===== src/rtl/la_pkg.sv =====
`default_nettype none
// ==== la_pkg : shared types for the logic-analyser capture path ==== Rev 1.0
package la_pkg;
  typedef enum logic [2:0] {
    IDLE     = 3'd0,
    ARMED    = 3'd1,
    POSTTRIG = 3'd2,
    DONE     = 3'd3,
    READOUT  = 3'd4
  } cap_state_t;

  localparam int unsigned LA_ADDR_BITS = 10;

  function automatic logic state_is_busy(input cap_state_t s);
    return (s == ARMED) || (s == POSTTRIG) || (s == READOUT);
  endfunction
endpackage
`default_nettype wire


===== src/rtl/capture_controller_if.sv =====
`default_nettype none
// ==== capture_controller_if : control, RAM-side and host-readout signals ==== Rev 1.0
interface capture_controller_if #(
  parameter int unsigned ADDR_BITS = la_pkg::LA_ADDR_BITS
) ();
  logic                 arm;
  logic                 abort;
  logic                 trigger;
  logic                 sample_valid;
  logic                 delay_match;
  logic                 read_match;
  logic                 cnt_en;
  logic                 cnt_clr;
  logic                 mem_we;
  logic [ADDR_BITS-1:0] mem_waddr;
  logic [ADDR_BITS-1:0] mem_raddr;
  logic [ADDR_BITS-1:0] trig_addr;
  logic                 rd_start;
  logic                 rd_valid;
  logic                 rd_ready;
  logic                 rd_last;
  logic                 busy;
  logic                 done;

  // master = the capture controller, slave = its surroundings
  modport master (
    input  arm, abort, trigger, sample_valid, delay_match, read_match, rd_start, rd_ready,
    output cnt_en, cnt_clr, mem_we, mem_waddr, mem_raddr, trig_addr,
           rd_valid, rd_last, busy, done
  );

  modport slave (
    output arm, abort, trigger, sample_valid, delay_match, read_match, rd_start, rd_ready,
    input  cnt_en, cnt_clr, mem_we, mem_waddr, mem_raddr, trig_addr,
           rd_valid, rd_last, busy, done
  );
endinterface
`default_nettype wire


===== src/rtl/capture_controller.sv =====
`default_nettype none
// ==== capture_controller : arm/trigger/post-trigger capture into a circular RAM,
//      then valid/ready readout of the captured window ==== Rev 1.0
module capture_controller
  import la_pkg::*;
#(
  parameter int unsigned ADDR_BITS = LA_ADDR_BITS
) (
  input  wire logic            clk,
  input  wire logic            reset_n,
  capture_controller_if.master bus
);

  cap_state_t           r_state;
  cap_state_t           w_next;
  logic [ADDR_BITS-1:0] r_waddr;
  logic [ADDR_BITS-1:0] r_raddr;
  logic [ADDR_BITS-1:0] r_trig_addr;
  logic [ADDR_BITS-1:0] w_raddr_nxt;
  logic                 r_rd_valid;
  logic                 w_we;
  logic                 w_cnt_en;
  logic                 w_cnt_clr;
  logic                 w_rd_valid;
  logic                 w_rd_last;
  logic                 w_accept;

  always_comb begin
    w_next      = r_state;
    w_we        = 1'b0;
    w_cnt_en    = 1'b0;
    w_cnt_clr   = 1'b0;
    w_rd_valid  = 1'b0;
    w_rd_last   = 1'b0;
    w_accept    = 1'b0;
    w_raddr_nxt = r_raddr;

    unique case (r_state)
      IDLE: begin
        w_cnt_clr = 1'b1;
        if (bus.arm) w_next = ARMED;
      end
      ARMED: begin
        w_cnt_clr = 1'b1;
        w_we      = bus.sample_valid;
        if (bus.trigger && bus.sample_valid) w_next = POSTTRIG;
      end
      POSTTRIG: begin
        // The match cycle itself stores nothing, so delay N keeps exactly N samples
        if (bus.delay_match) begin
          w_next = DONE;
        end else begin
          w_we     = bus.sample_valid;
          w_cnt_en = bus.sample_valid;
        end
      end
      DONE: begin
        w_cnt_clr = 1'b1;
        if (bus.rd_start) w_next = READOUT;
      end
      READOUT: begin
        w_rd_valid  = r_rd_valid;
        w_accept    = r_rd_valid && bus.rd_ready;
        w_rd_last   = r_rd_valid && bus.read_match;
        w_cnt_en    = w_accept && !bus.read_match;
        // Look one address ahead on accept so the next word is ready without a bubble
        w_raddr_nxt = w_accept ? r_raddr + ADDR_BITS'(1) : r_raddr;
        if (w_accept && w_rd_last) w_next = IDLE;
      end
      default: begin
        w_next = IDLE;
      end
    endcase

    if (bus.abort) begin
      w_next   = IDLE;
      w_we     = 1'b0;
      w_cnt_en = 1'b0;
    end
  end

  always_ff @(posedge clk) begin
    if (!reset_n) begin
      r_state     <= IDLE;
      r_waddr     <= '0;
      r_raddr     <= '0;
      r_trig_addr <= '0;
      r_rd_valid  <= 1'b0;
    end else begin
      r_state <= w_next;
      if (w_we) r_waddr <= r_waddr + ADDR_BITS'(1);
      if (r_state == ARMED && w_next == POSTTRIG) r_trig_addr <= r_waddr;
      if (r_state == DONE && w_next == READOUT) begin
        r_raddr <= r_waddr;
      end else if (r_state == READOUT) begin
        r_raddr <= w_raddr_nxt;
      end
      // First readout cycle waits out the registered RAM read
      r_rd_valid <= (r_state == READOUT) && (w_next == READOUT);
    end
  end

  assign bus.cnt_en    = w_cnt_en;
  assign bus.cnt_clr   = w_cnt_clr;
  assign bus.mem_we    = w_we;
  assign bus.mem_waddr = r_waddr;
  assign bus.mem_raddr = (r_state == READOUT) ? w_raddr_nxt : r_raddr;
  assign bus.trig_addr = r_trig_addr;
  assign bus.rd_valid  = w_rd_valid;
  assign bus.rd_last   = w_rd_last;
  assign bus.busy      = state_is_busy(r_state);
  assign bus.done      = (r_state == DONE);

endmodule
`default_nettype wire


===== src/flat_wrapper.sv =====
// flat-port wrapper written by rule: the top's interface ports become plain ports
module capture_controller_flat import la_pkg::*;
#(
  parameter int unsigned ADDR_BITS = LA_ADDR_BITS
)
  (clk, reset_n, bus_arm, bus_abort, bus_trigger, bus_sample_valid, bus_delay_match, bus_read_match, bus_rd_start, bus_rd_ready, bus_cnt_en, bus_cnt_clr, bus_mem_we, bus_mem_waddr, bus_mem_raddr, bus_trig_addr, bus_rd_valid, bus_rd_last, bus_busy, bus_done);
  capture_controller_if #(.ADDR_BITS(ADDR_BITS)) bus_i ();
  input  wire logic clk;
  input  wire logic reset_n;
  input wire logic [$bits(bus_i.arm)-1:0] bus_arm;
  input wire logic [$bits(bus_i.abort)-1:0] bus_abort;
  input wire logic [$bits(bus_i.trigger)-1:0] bus_trigger;
  input wire logic [$bits(bus_i.sample_valid)-1:0] bus_sample_valid;
  input wire logic [$bits(bus_i.delay_match)-1:0] bus_delay_match;
  input wire logic [$bits(bus_i.read_match)-1:0] bus_read_match;
  input wire logic [$bits(bus_i.rd_start)-1:0] bus_rd_start;
  input wire logic [$bits(bus_i.rd_ready)-1:0] bus_rd_ready;
  output wire logic [$bits(bus_i.cnt_en)-1:0] bus_cnt_en;
  output wire logic [$bits(bus_i.cnt_clr)-1:0] bus_cnt_clr;
  output wire logic [$bits(bus_i.mem_we)-1:0] bus_mem_we;
  output wire logic [$bits(bus_i.mem_waddr)-1:0] bus_mem_waddr;
  output wire logic [$bits(bus_i.mem_raddr)-1:0] bus_mem_raddr;
  output wire logic [$bits(bus_i.trig_addr)-1:0] bus_trig_addr;
  output wire logic [$bits(bus_i.rd_valid)-1:0] bus_rd_valid;
  output wire logic [$bits(bus_i.rd_last)-1:0] bus_rd_last;
  output wire logic [$bits(bus_i.busy)-1:0] bus_busy;
  output wire logic [$bits(bus_i.done)-1:0] bus_done;
  assign bus_i.arm = bus_arm;
  assign bus_i.abort = bus_abort;
  assign bus_i.trigger = bus_trigger;
  assign bus_i.sample_valid = bus_sample_valid;
  assign bus_i.delay_match = bus_delay_match;
  assign bus_i.read_match = bus_read_match;
  assign bus_i.rd_start = bus_rd_start;
  assign bus_i.rd_ready = bus_rd_ready;
  assign bus_cnt_en = bus_i.cnt_en;
  assign bus_cnt_clr = bus_i.cnt_clr;
  assign bus_mem_we = bus_i.mem_we;
  assign bus_mem_waddr = bus_i.mem_waddr;
  assign bus_mem_raddr = bus_i.mem_raddr;
  assign bus_trig_addr = bus_i.trig_addr;
  assign bus_rd_valid = bus_i.rd_valid;
  assign bus_rd_last = bus_i.rd_last;
  assign bus_busy = bus_i.busy;
  assign bus_done = bus_i.done;
  capture_controller #(.ADDR_BITS(ADDR_BITS)) u_core (.clk(clk), .reset_n(reset_n), .bus(bus_i));
endmodule

===== config.mk =====
export PLATFORM = sky130hd
export DESIGN_NAME = capture_controller_flat
export DESIGN_NICKNAME = d
export VERILOG_FILES = /design/src/rtl/la_pkg.sv /design/src/rtl/capture_controller_if.sv /design/src/rtl/capture_controller.sv /design/src/flat_wrapper.sv
export SDC_FILE = /design/constraint.sdc
export NUM_CORES = 1
export LEC_CHECK = 0
export ABC_AREA = 1
export CORE_MARGIN = 4
export CORE_UTILIZATION = 45
export DETAILED_ROUTE_END_ITERATION = 16
export PLACE_DENSITY = 0.72
export SYNTH_ARGS = -nofsm -noshare
export SYNTH_HDL_FRONTEND = slang
export SYNTH_SLANG_ARGS = --single-unit

===== constraint.sdc =====
create_clock -name clk -period 3.8 [get_ports clk]
set_input_delay 0.76 -clock clk [delete_from_list [all_inputs] [get_ports clk]]
set_output_delay 0.76 -clock clk [all_outputs]
set_load 0.01 [all_outputs]

==> results.md, run 1 <==
- Critical Path RT: 3.04 ns
- Final period util: 84.1%
- Number of global-route vias before repair: 2028
- Final hold viol count: 0
- Post-CTS sizing: 0
- Area delta synth->final: 26.7%
- Core area: 0.00447 mm^2
- Worst Reg2Reg Path Length in Cells: 8
- Min-delay worst type: reg2reg
- Die H: 77.1 um
- 1st-iter DRT viols: 111
- Final Non-Filler Cells: 442
- Levels on crit path: 8
- Num ports: 47
- Max Fanout on Critical Path: 3
- Final Util: 60.9%
- CP Data Arrival Time: 2.44 ns
- CTS buffer count: 5
- Final worst slack: 0.602 ns
- Initial antenna violation count: 0
- Post-route ant nets: 0
- Worst path slowest cell: clkdlybuf4s50_1
- Actual slew at the worst max-slew pin: 0.612 ns
- Top delay family on crit path: buffers and inverters
- Placed wire-length estimate: 3790 um
- Global placement routability congestion: 0.916
- Post-CTS setup repair buffer count: 0
- Max cap viols: 0
- # clock sinks: 34
- Pin count of the biggest net entering global routing: 24
- Drt via density: 4.90
- TNS Setup: 0 ns
- Endpoints failing setup: 0
- Crit end category: output port
- First-pass GRT wire length: 8930 um
- Dpl cells: 434
- Share of layout cells above drive strength 1: 7.69%
- ANT cells: 0
- DIE AREA: 0.00594 mm^2
- Minimum clock period: 3.20 ns
- CTS tree: built
- Worst skew pair latency: 0.29 ns
- Core Rows: 24
- CP bufs+invs: 3
- Status: finished, final reports clean
- Seq/Total Area, Yosys: 31.7%
- Clock Pin Slew Worst Setup and Hold Paths: 0.07 ns
- Hold_buf cts: 0
- Mapped cell area: 0.00215 mm^2
- CP Launch Type: primary input
- Initial Utilization: 48.0%
- H-tree levels: 2
- Die Span X: 77.1 um
- Crit-path most repeated cell: nand2_1
- Count of cell types in the netlist: 29
- Max clock buf depth: 2
- Mean post-synth cell area: 6.26 um^2
- Nets@finish: 401
- Routed wire length: 5040 um
- GR Overflow Total: 0
- Place WS: 0.595 ns
- Root Driver: clkbuf_8
- Port buffer count: 46
- Synth Net Count: 355
- Slew margin rel.: 59.1%
- RSZ-0062 raised after global routing: no
- Via count: 2166
- Leakage power: 1.29 nW
- Fmax achieved: 0.313 GHz
- Drt first pass iters: 4
- Total Power: 0.689 mW
- Hold Path Depth: 4
- Critical path, cell by cell: clkdlybuf4s50_1 > nand2_1 > nor2_1 > nand4_1 > nand2_1 > nand2_1 > inv_1 > clkdlybuf4s50_1
- Synth warn: 0
- Post-Synthesis Cells: 343
- Yosys reg bits: 34
- Slew Viols, Final: 0
- Worst setup path category: in2out
- DRC viols: 0
- Power per cell area: 253 mW/mm^2
- Clock Skews: 0.00706 ns
- Peak VDD IR: 0.184 mV
- GRT Total Usage: 18.2%
- Crit path largest cell delay: 0.53 ns
- DR WL/cell: 11.4 um
## per-layer routing
layer / share of wire (%) / vias to the layer above / global-route usage (%)
li1: - / 1148 / -
met1: 46 / 958 / 23.7
met2: 47 / 54 / 30.1
met3: 5.3 / 6 / 3.86
met4: 1.1 / 0 / 5.87
met5: 0 / - / 0
## synthesized netlist by cell type (all sizes together)
cell type	n	area share, %
xor2	5	2.0
nor3	2	0.47
dfxtp	34	32
ha	2	1.2
o21ai	4	0.93
nand4	25	7.3
buf	7	2.5
nand3	23	7.0
nor2	53	11
nand2	104	20
clkbuf	2	0.35
a21oi	11	3.1
nand3b	1	0.35
clkinv	1	0.17
o211ai	1	0.35
inv	68	12
## cell families after synthesis
logic type	count (synthesis)	share of synthesized area, %
xor gates and xnor gates	5	2.04
DFF	34	31.7
adders and majority gates	2	1.16
AOI/OAI and AO/OA	16	4.37
buffers and inverters	78	14.9
and+or+nand+nor	208	45.8
## power by group
part	total (mW)	internal, mW	switching (mW)	leakage (nW)
clock	0.279	0.146	0.133	0.0472
sequential	0.360	0.358	0.00213	0.274
combinational	0.0501	0.0198	0.0303	0.971
total	0.689	0.523	0.166	1.29
## through the flow
step	cell area, um^2	hold WS (ns)
3_5_place_dp	2630	0.502
2_1_floorplan	2150	0.509
4_1_cts	2720	0.514
5_1_grt	2720	0.548
3_3_place_gp	2630	0.498
6_report	2720	0.509
## cell type report
class	instances	area, um^2
clock buffers	6	82.6
fillers	459	1750
multi-input cells	231	1150
repair buffers	48	475
flip-flops and latches	34	681
well taps	52	65.1
clock inverters	2	12.5
inverters	69	259
## sequential cells by signal, summed over array words and instances, names as in the netlist
register              flops
u_core.r_state            3
u_core.bus.trig_addr     10
u_core.bus.mem_waddr     10
u_core.r_raddr           10
u_core.r_rd_valid         1
## worst min-delay path: cells and delay by family (launching register included)
kind | cells | cell delay (ns)
buf+inv | 2 | 0.08
simple gates | 2 | 0.07
flops | 1 | 0.31
## layout by cell type, fill, tap and decap left out, types with 2 or more instances in the layout
cell              n
nand2_1          98
inv_1            64
nor2_1           48
clkdlybuf4s50_1  46
dfxtp_1          34
nand4_1          25
nand3_1          19
a21oi_1          10
clkbuf_8          6
xor2_1            5
inv_2             4
nand2_4           4
o21ai_0           3
nand3_2           2
nor2_4            2
nor2_2            2
nand2_2           2
nor3_1            2
nand3_4           2
ha_1              2
buf_4             2
## path summary, 6_finish.rpt
kind                                start                      end  slack (ns)
hold / removal    u_core.bus.trig_addr[2]  u_core.bus.trig_addr[2]        0.51
setup reg to reg        u_core.r_state[0]  u_core.bus.trig_addr[9]        2.16
hold reg to reg   u_core.bus.trig_addr[2]  u_core.bus.trig_addr[2]        0.51
setup / recovery             bus_rd_ready         bus_mem_raddr[8]        0.60
Note: power is estimated with default switching activity, not from simulation.
==> run 2: changes to the inputs <==
- PLACE_DENSITY: 0.72 -> 0.75
- clock period: 3.8 -> 2.64 ns (I/O delays scaled with it)
==> run 2 against run 1 <==
Compared with the run above:
- largest power group unchanged
- via count grew 2.2%
- critical endpoint is now bus_cnt_en
- total power grew 43%
- non-clock buffer count grew 9
==> results.md, run 2 (synthesized netlist as in run 1, its figures left out) <==
- Status: finished, final reports clean
- Final period util: 97.2%
- Slew margin rel.: 63.3%
- Multi-input logic area: 0.00118 mm^2
- Endpoints failing setup: 0
- ANT cells: 0
- Num ports: 47
- Drt first pass iters: 4
- Critical Path RT: 2.11 ns
- GR Overflow Total: 0
- Total Power: 0.983 mW
- Max cap viols: 0
- Hold_buf cts: 0
- Area delta synth->final: 31.1%
- Peak VDD IR: 0.297 mV
- DIE AREA: 0.00594 mm^2
- Reg2Reg Setup Slack: 1.01 ns
- Final Util: 62.9%
- Register area: 681 um^2
- GRT Total Usage: 18.1%
- Power per cell area: 349 mW/mm^2
- Max Fanout on Critical Path: 3
- CTS tree: built
- Fill count: 434
- Post-CTS setup repair buffer count: 0
- CTS buffer count: 5
- Crit end category: output port
- Global placement routability congestion: 0.874
- Initial antenna violation count: 0
- Pin count of the biggest net entering global routing: 24
- DRC viols: 0
- Core area: 0.00447 mm^2
- Nets@finish: 411
- First-pass GRT wire length: 8940 um
- Leakage power: 1.36 nW
- H-tree levels: 2
- Root Driver: clkbuf_8
- Placed wire-length estimate: 3830 um
- Worst hold margin: 0.511 ns
- Min-delay worst type: reg2reg
- Post-route ant nets: 0
- Slew Viols, Final: 0
- Core Rows: 24
- RSZ-0062 raised after global routing: no
- Routed wire length: 5210 um
- # clock sinks: 34
- CP Launch Type: primary input
- Worst setup path category: in2out
- Share of layout cells above drive strength 1: 10.5%
- Via count: 2213
- Die H: 77.1 um
- Max clock buf depth: 2
- Final hold viol count: 0
- Initial Utilization: 48.0%
- Die Span X: 77.1 um
- Worst skew pair latency: 0.28 ns
- Actual slew at the worst max-slew pin: 0.550 ns
- Minimum clock period: 2.57 ns
- 1st-iter DRT viols: 105
- Clock Skews: 0.00534 ns
- Fmax achieved: 0.390 GHz
- Clock Pin Slew Worst Setup and Hold Paths: 0.06 ns
- Number of global-route vias before repair: 2081
- Port buffer count: 46
- Most common cell after layout, fill and taps aside: nand2_1
- Final worst slack: 0.0728 ns
- Place WS: -0.146 ns
- DR WL/cell: 11.5 um
- Commonest non-fill, non-tap cells in the layout: 97 x nand2_1, 64 x inv_1, 46 x nor2_1
- CP Data Arrival Time: 2.04 ns
- Drt via density: 4.90
## run 2: power breakdown
part	internal, mW	leakage, nW	switching, mW
registers	0.515	0.274	0.00332
clock network	0.210	0.0482	0.180
logic	0.0303	1.04	0.0441
## run 2: worst paths after layout
path | startpoint | end | depth (start not counted)
setup / recovery | bus_sample_valid | bus_cnt_en | 6
hold / removal | u_core.bus.trig_addr[8] | u_core.bus.trig_addr[8] | 4
setup reg to reg | u_core.r_state[0] | u_core.bus.trig_addr[5] | 8
hold reg to reg | u_core.bus.trig_addr[8] | u_core.bus.trig_addr[8] | 4
## run 2: final cells by class
class / count / share of cell area [%]
multi-input cells: 232 / 41.9
flip-flops and latches: 34 / 24.2
repair buffers: 57 / 19.1
inverters: 69 / 9.20
clock buffers: 7 / 3.07
well taps: 52 / 2.31
clock inverters: 1 / 0.178
## run 2: what timing repair did
action | in CTS | in global routing
pin swaps | 2 | 0
cloned | 1 | 0
endpoints found under the setup margin | 11 | 2
gates resized for setup | 7 | 2
## run 2: routing by layer
metal	track usage, %	part of all wire, %
met1	22.2	46
met4	4.80	1.1
met5	0	0
met2	31.4	49
met3	4.45	3.8
## run 2: stage by stage
stage	TNS, ns	instance area [um^2]	cells
global route	0	2820	452
finish	0	2820	452
detailed placement	-0.926	2700	443
CTS	0	2810	452
global placement	-0.493	2700	443
floorplan	0	2150	343
## run 2: critical path, stage by stage
cell,delay [ns]
clkdlybuf4s50_1,0.50
inv_1,0.05
nor2_1,0.16
nand2_4,0.10
a21oi_1,0.15
clkdlybuf4s50_1,0.55
==> run 3: changes to the inputs <==
- REMOVE_ABC_BUFFERS: unset -> 1
==> run 3 against run 2 <==
Compared with the run above:
- worst hold slack is essentially flat
- core utilization grew 0.20 points
- combinational power shrank 1%
- first-iteration DRC count grew 5.7%
- clock power shrank 5.9%
- design area grew 0.31%
- count of clock-buffer cells in the layout shrank 1
- clock skew grew 0.0016 ns
- sequential cell count is the same
- highest routed layer unchanged
- critical path type unchanged
- setup slack lost 0.0044 ns
- sequential share of layout area shrank 0.075 points
==> results.md, run 3 (synthesized netlist as in run 1, its figures left out) <==
- Status: finished, final reports clean
- DRC viols: 0
- Leakage power: 1.37 nW
- Min-delay worst type: reg2reg
- Critical Path RT: 2.11 ns
- GR peak layer: met2
- GRT Total Usage: 18.0%
- Reg2reg end: u_core.bus.trig_addr[2]
- Global placement routability congestion: 0.905
- Reg2reg start: u_core.r_state[0]
- Fmax achieved: 0.389 GHz
- Routed wire length: 5140 um
- M2 GR Usage: 32.0%
- TNS Setup: 0 ns
- Drt via density: 4.80
- Met1 Use GR: 22.1%
- CP Launch Type: primary input
- Slew margin rel.: 59.7%
- Clock Pin Slew Worst Setup and Hold Paths: 0.06 ns
- CP endpoint: bus_mem_we
- Minimum clock period: 2.57 ns
- Final worst slack: 0.0684 ns
- Crit path launch: bus_sample_valid
- Port buffer count: 46
- Root Driver: clkbuf_8
- DIE AREA: 0.00594 mm^2
- CTS buffer count: 5
- Die Span X: 77.1 um
- Final hold viol count: 0
- Share of layout cells above drive strength 1: 10.8%
- Num ports: 47
- Reg2Reg Setup Slack: 0.96 ns
- Met3 GRT Util: 3.63%
- ANT cells: 0
- Number of global-route vias before repair: 1986
- Initial Utilization: 48.0%
- Via count: 2166
- Final Util: 63.1%
- Worst skew pair latency: 0.28 ns
- Core area: 0.00447 mm^2
- Crit end category: output port
- CP Data Arrival Time: 2.04 ns
- Core Rows: 24
- Endpoints failing setup: 0
- Max clock buf depth: 2
- Placed wire-length estimate: 3790 um
- Most common cell after layout, fill and taps aside: nand2_1
- Drt first pass iters: 4
- Clock Skews: 0.00695 ns
- First-pass GRT wire length: 8850 um
- Actual slew at the worst max-slew pin: 0.604 ns
- Post-route ant nets: 0
- Worst setup path category: in2out
- Die H: 77.1 um
- Worst hold margin: 0.511 ns
- Slew Viols, Final: 0
- Max Fanout on Critical Path: 3
- Initial antenna violation count: 0
- H-tree levels: 2
- Pin count of the biggest net entering global routing: 24
- Final period util: 97.4%
- DR WL/cell: 11.4 um
- Nets@finish: 412
- RSZ-0062 raised after global routing: no
- Max cap viols: 0
- Peak VDD IR: 0.316 mV
- Place WS: -0.105 ns
- Worst Reg2Reg Path Length in Cells: 8
- Commonest non-fill, non-tap cells in the layout: 97 x nand2_1, 64 x inv_1, 46 x nor2_1
- 1st-iter DRT viols: 111
- GR Overflow Total: 0
- CTS tree: built
- # clock sinks: 34
- Power per cell area: 339 mW/mm^2
- Area delta synth->final: 31.5%
==> run 3: cell count changes in the layout (fill, tap and decap cells not counted), sizes merged <==
cell	before	now
clkinv	2	1
buf	11	12
clkbuf	7	6
dlymetal6s2s	0	1
clkdlybuf4s50	43	42
==> run 3: timing repair <==
action / 4_1_cts / 5_1_grt
cloned: 1 / 0
endpoints found under the setup margin: 11 / 8
pin swaps: 1 / 2
setup buffers: 0 / 2
gates resized for setup: 7 / 4
hold buffers: 0 / 0
==> run 3: how the worst min path moves through the flow <==
| stage | start | to | slack (ns) | depth (start not counted) |
|---|---|---|---|---|
| 2_1_floorplan | u_core.bus.mem_waddr[9] | u_core.bus.mem_waddr[9] | 0.51 | 2 |
| 3_3_place_gp | u_core.bus.mem_waddr[9] | u_core.bus.mem_waddr[9] | 0.49 | 2 |
| 3_5_place_dp | u_core.bus.trig_addr[6] | u_core.bus.trig_addr[6] | 0.50 | 4 |
| 4_1_cts | u_core.bus.trig_addr[4] | u_core.bus.trig_addr[4] | 0.51 | 4 |
| 5_1_grt | u_core.bus.trig_addr[6] | u_core.bus.trig_addr[6] | 0.54 | 4 |
| 6_report | u_core.bus.trig_addr[4] | u_core.bus.trig_addr[4] | 0.51 | 4 |
==> run 3: final cells by class <==
class | count | area [um^2]
clock buffer | 6 | 82.6
fill | 407 | 1650
inverter | 69 | 259
multi-input combinational | 232 | 1190
sequential | 34 | 681
tap | 52 | 65.1
timing repair buffer | 58 | 549
==> run 3: power by group <==
part / leakage [nW] / internal (mW) / switching (mW) / total (mW)
Clock: 0.0431 / 0.201 / 0.166 / 0.367
Sequential: 0.274 / 0.515 / 0.00303 / 0.518
Combinational: 1.06 / 0.0297 / 0.0437 / 0.0734
==> run 3: layer usage <==
layer / vias to the layer above / routed length [um]
met2: 45 / 2610
met5: - / 0
met4: 0 / 44
met1: 951 / 2220
li1: 1166 / -
met3: 4 / 256
==> run 3: metrics by stage <==
step	power, mW	cell area, um^2	instances
6_report	0.958	2830	451
5_1_grt	0.996	2830	451
4_1_cts	0.966	2790	449
3_5_place_dp	0.602	2690	442
3_3_place_gp	0.601	2690	442
2_1_floorplan	0.565	2090	334
==> run 3: critical path, stage by stage <==
cell and delay (ns):
clkdlybuf4s50_1 0.50, inv_1 0.05, nor2_1 0.16, nand2_4 0.10, a21oi_4 0.15, clkdlybuf4s50_1 0.55
